## src/rtl/instr_fetch_queue.sv

```systemverilog
// instr_fetch_queue: sequential instruction fetcher feeding a small FIFO.
// A new fetch is requested whenever the queue has space. The queue head
// (instruction, its PC and PC+STEP) is offered to the consumer with a
// valid/ready handshake. A redirect flushes the queue and restarts
// fetching at the new PC. Reset is synchronous and active-low.
//
// Ports:
//   clock, resetN          - clock and synchronous active-low reset
//   imemReq, imemAddr      - fetch request and address (combinational req)
//   imemAck, imemData      - same-cycle accept and instruction word
//   redirect, redirectPc   - flush queue and restart fetch at redirectPc
//   instrValid, instr,     - queue head: valid flag, instruction word,
//   instrPc, instrPcPlus4  -   its address and address+STEP (zero if empty)
//   instrReady             - consumer accepts the head
//   count                  - current occupancy (0..DEPTH)
module instr_fetch_queue #(
   parameter int unsigned      WIDTH    = 32,
   parameter int unsigned      DEPTH    = 4,
   parameter logic [WIDTH-1:0] RESET_PC = '0,
   parameter int unsigned      STEP     = 4
) (
   input  logic                       clock,
   input  logic                       resetN,
   output logic                       imemReq,
   output logic [WIDTH-1:0]           imemAddr,
   input  logic                       imemAck,
   input  logic [WIDTH-1:0]           imemData,
   input  logic                       redirect,
   input  logic [WIDTH-1:0]           redirectPc,
   output logic                       instrValid,
   output logic [WIDTH-1:0]           instr,
   output logic [WIDTH-1:0]           instrPc,
   output logic [WIDTH-1:0]           instrPcPlus4,
   input  logic                       instrReady,
   output logic [$clog2(DEPTH+1)-1:0] count
);

   localparam int unsigned PTR_W = $clog2(DEPTH);
   localparam int unsigned CNT_W = $clog2(DEPTH + 1);

   logic [WIDTH-1:0] data_mem [DEPTH];
   logic [WIDTH-1:0] pc_mem   [DEPTH];
   logic [PTR_W-1:0] head;
   logic [PTR_W-1:0] tail;
   logic [WIDTH-1:0] fetch_pc;
   logic             push;
   logic             pop;
   logic             full;

   // Request only when not in reset, not redirecting and space remains.
   assign full       = (count == CNT_W'(DEPTH));
   assign imemReq    = resetN && !redirect && !full;
   assign imemAddr   = fetch_pc;
   assign push       = imemReq && imemAck;
   assign instrValid = (count != CNT_W'(0));
   assign pop        = instrValid && instrReady;

   // Head view is forced to zero while the queue is empty.
   assign instr        = instrValid ? data_mem[head] : '0;
   assign instrPc      = instrValid ? pc_mem[head] : '0;
   assign instrPcPlus4 = instrValid ? (pc_mem[head] + WIDTH'(STEP)) : '0;

   // Queue storage; contents need no reset since count gates visibility.
   always_ff @(posedge clock) begin
      if (push) begin
         data_mem[tail] <= imemData;
         pc_mem[tail]   <= fetch_pc;
      end
   end

   // Pointers, occupancy and fetch PC. Reset beats redirect beats push/pop.
   always_ff @(posedge clock) begin
      if (!resetN) begin
         head     <= '0;
         tail     <= '0;
         count    <= '0;
         fetch_pc <= RESET_PC;
      end else if (redirect) begin
         head     <= '0;
         tail     <= '0;
         count    <= '0;
         fetch_pc <= redirectPc;
      end else begin
         if (push) begin
            tail     <= tail + PTR_W'(1);
            fetch_pc <= fetch_pc + WIDTH'(STEP);
         end
         if (pop) begin
            head <= head + PTR_W'(1);
         end
         case ({push, pop})
            2'b10:   count <= count + CNT_W'(1);
            2'b01:   count <= count - CNT_W'(1);
            default: count <= count;
         endcase
      end
   end

endmodule
```

## config.mk

```make
export PLATFORM = sky130hd
export DESIGN_NAME = instr_fetch_queue
export DESIGN_NICKNAME = d
export VERILOG_FILES = /design/src/rtl/instr_fetch_queue.sv
export SDC_FILE = /design/constraint.sdc
export NUM_CORES = 1
export LEC_CHECK = 0
export ABC_AREA = 1
export CAP_MARGIN = 10
export CELL_PAD_IN_SITES_DETAIL_PLACEMENT = 1
export CELL_PAD_IN_SITES_GLOBAL_PLACEMENT = 2
export CORE_UTILIZATION = 36
export CTS_BUF_LIST = sky130_fd_sc_hd__clkbuf_4 sky130_fd_sc_hd__clkbuf_8 sky130_fd_sc_hd__clkbuf_16
export DETAILED_ROUTE_END_ITERATION = 10
export GPL_TIMING_DRIVEN = 0
export PLACE_DENSITY = 0.95
export SLEW_MARGIN = 5
export SYNTH_ARGS = -nofsm -noshare
export SYNTH_HDL_FRONTEND = slang
export SYNTH_SLANG_ARGS = --single-unit
```

## constraint.sdc

```tcl
create_clock -name clock -period 8.9 [get_ports clock]
set_input_delay 1.78 -clock clock [delete_from_list [all_inputs] [get_ports clock]]
set_output_delay 1.78 -clock clock [all_outputs]
set_load 0.005 [all_outputs]
```

==> summary.txt <==
Run status
  • Status: finished clean

Critical path
  • CP Max Fanout: 10
  • Worst path cell trace: buf_4, inv_2, clkbuf_1, o211ai_1, nand2_1, ha_1, nand3_1, nor2_2, nand2_1, nor2_2, nand3_1, nand2_1, nand2_1, nor2_1, clkdlybuf4s50_1
  • Worst stage delay on the critical path: 0.53 ns
  • Setup CP Type: reg2out
  • Reg2Reg Setup Slack: approximately 6.0 ns
  • Worst reg2reg path startpoint: count[2]
  • R2r endpoint: count[1]
  • Critical path capture point type: primary output
  • Reg2Reg Depth: 10
  • Critical path's most frequent cell: nand2_1
  • Critical Path AT: 3.96 ns
  • Slowest cell on the critical path: clkbuf_1
  • CP required: about 7 ns
  • Worst setup SP type: flip-flop
  • Setup crit end: instrPcPlus4[28]

Power and ir drop
  • Internal cell power: ~2.5 mW
  • Worst VDD drop: between 0.1 and 0.15 mV
  • Sequential share of power: 0.482
  • Leak: 6.84 nW
  • Switch share: 0.216
  • Combinational Power Share: 0.063
  • Power per cell area: 179 nW/um^2
  • Clock Power Share: 0.455
  • Final Power: 3.25 mW
  • P_sw: a little over 700 uW

Routing
  • DR WL met3: around 2.9 mm
  • DR top layer: met4
  • Routed Antenna Nets: 0
  • DRT met1 WL: around 21 mm
  • Met2 WL: ~23 mm
  • Detailed Routing Iterations Pass 1: 7
  • 1st-iter DRT viols: 785
  • DRC errors left: 0
  • Routed WL: between 40 and 50 mm
  • Post-DR vias/cell: 5.14
  • Wire per inst: approximately 20 um
  • Vias: roughly 12000

STA
  • RSZ-0062 raised after global routing: false
  • Minimum clock period: ~5.7 ns
  • Clock skew: between 0.02 and 0.025 ns
  • Final setup vio count: 0
  • Slew margin rel.: 0.342
  • Max Clk Rate: about 0.17 GHz
  • Final Max Slew Viols: 0
  • Period utilisation layout: 0.645
  • Slew @ Worst Pin: between 0.9 and 1 ns
  • Endpoints failing hold: 0

Finish
  • Share of cells above drive strength 1: 0.0711
  • Fin nets: approximately 1900
  • Multi-input logic area: 4870 um^2
  • Area delta synth->final: 29.3%
  • FILL cells: around 4400
  • Final core occ: 0.472
  • Register area: about 8500 um^2

Yosys
  • Synth warn: 0
  • Leading area contributor after synthesis: edfxtp_1
  • Syn Nets: around 1600
  • Unique masters post-synth: 38
  • Cells after Synth: between 1500 and 2000
  • FF+latch count, synth: 297
  • Sequential-to-total area share from yosys stat: 0.603
  • Top post-synthesis cells by area: edfxtp_1 55%, nand2_1 12%, nor2_1 7.5%
  • Syn Std Cell Area: approximately 14000 um^2
  • Yosys top cell area share: 0.545
  • Syn Area/Cell: 8.98 um^2

Floorplan
  • Initial Util: 0.365
  • Number of I/O pins: around 200
  • Die X: ~200 um
  • Die ar.: roughly 40000 um^2
  • Die Y: about 200 um
  • Site row count: between 70 and 80
  • Core Region: between 30000 and 40000 um^2

Global route
  • Total GRT Usage: 0.246
  • Initial antenna violation count: 2
  • Vias in the first global route: roughly 13000
  • Pin count of the biggest net entering global routing: 28
  • Total grt overflow: 0
  • First-pass GRT wire length: roughly 73 mm

Clocking
  • CTS tree: yes
  • # clock sinks: about 300
  • H-tree depth: 2
  • Root buffer cell: clkbuf_16
  • Postcts setup bufs: 0
  • Number of cells upsized or downsized after cts: 0
  • Clk slew on worst S/H paths: about 0.060 ns
  • CTS Buf Count: 34
  • Clock Tree Buf Depth: 3
  • Hold buffers post-CTS: 0
  • Clk Latency, worst-skew pair: approximately 0.52 ns

Placement
  • Hpwl dp: 34.5 mm
  • Routability cong.: roughly 0.85
  • Port bufs: 200

Min path
  • Worst min-delay path class: reg2reg
  • Hold Crit Depth: 1

Flow run
  • # Max-Cap Violations: 0
==> how the worst min path moves through the flow <==
stage / startpoint / end
final: head[0] / head[0]
after global routing: head[0] / head[0]
after CTS: head[0] / head[0]
after detailed placement: head[0] / flip-flop
after global placement: head[1] / head[1]
after floorplan: head[1] / flip-flop
==> layout by cell type, fill, tap and decap left out, drive strengths merged, types with 8 or more instances in the layout <==
cell type / netlist / routed
nand2: 464 / 464
nor2: 294 / 294
edfxtp: 256 / 256
clkdlybuf4s50: 0 / 200
o21ai: 105 / 105
nand3: 98 / 98
inv: 96 / 96
a21oi: 76 / 76
clkbuf: 28 / 76
buf: 42 / 52
dfxtp: 41 / 41
xor2: 15 / 15
nor3: 15 / 15
a31oi: 14 / 14
clkinv: 0 / 8
==> state kept, by name, summed over array words and instances (netlist names), named ones only <==
register,cells
data_mem,128
pc_mem,128
imemAddr,32
count,3
head,2
tail,2
==> Yosys cell counts (all sizes together) <==
master / instances
a211oi: 1
a21oi: 76
a22o: 2
a31oi: 14
a32oi: 1
buf: 42
clkbuf: 28
dfxtp: 41
edfxtp: 256
fa: 1
ha: 7
inv: 96
nand2: 464
nand3: 98
nand3b: 1
nand4: 4
nor2: 294
nor3: 15
nor3b: 1
o211ai: 4
o21ai: 105
o21bai: 1
o31ai: 1
or2: 1
xnor2: 1
xor2: 15
==> cell families (layout without fill, tap and decap cells) <==
logic type      after synthesis  after routing  share of synthesized area
simple gates                878            878                      0.249
flops                       297            297                      0.603
compound gates              205            205                     0.0761
buf+inv                     166            438                     0.0534
xor+xnor                     16             16                    0.00994
fa+ha+maj                     8              8                    0.00763
other cells                   0              2                          0
==> metal layers <==
metal,GRT usage,vias to the layer above
li1,-,5729
met1,0.322,5899
met2,0.407,410
met3,0.0417,98
met4,0.0902,0
met5,0,-
==> through the flow <==
step / cell area, um^2 / hold slack [ns] / std cells / worst slack [ns] / setup TNS [ns]
detailed placement: 17000 / 0.469 / 2298 / 3.25 / 0
CTS: 18200 / 0.486 / 2360 / 3.16 / 0
global placement: 16700 / 0.451 / 2288 / -0.0946 / -12.57
finish: 18200 / 0.491 / 2362 / 3.16 / 0
global route: 18200 / 0.523 / 2362 / 2.93 / 0
floorplan: 14100 / 0.436 / 1570 / 3.12 / 0
==> power by group through the flow <==
stage	clock (mW)	sequential (mW)	combinational, mW
4_1_cts	1.49	1.57	0.205
3_5_place_dp	0	1.60	0.203
5_1_grt	1.54	1.57	0.226
2_1_floorplan	0	1.58	0.0865
3_3_place_gp	0	1.60	0.194
6_report	1.48	1.57	0.205
==> critical path, delay by kind of cell, from the launching register on <==
| kind | cells | cell delay, ns |
|---|---|---|
| buffers and inverters | 4 | 1.35 |
| DFF | 1 | 0.30 |
| and+or+nand+nor | 9 | 1.36 |
| AOI/OAI and AO/OA | 1 | 0.19 |
| adders and majority gates | 1 | 0.23 |
==> final cells by class <==
class / count / area share
sequential: 297 / 0.467
inverter: 96 / 0.0202
buffer: 70 / 0.0211
antenna: 2 / 0.000275
timing repair buffer: 210 / 0.123
clock buffer: 48 / 0.0564
clock inverter: 14 / 0.00954
multi-input combinational: 1107 / 0.267
tap: 518 / 0.0356
No activity file was read; power rests on OpenSTA's default activity.
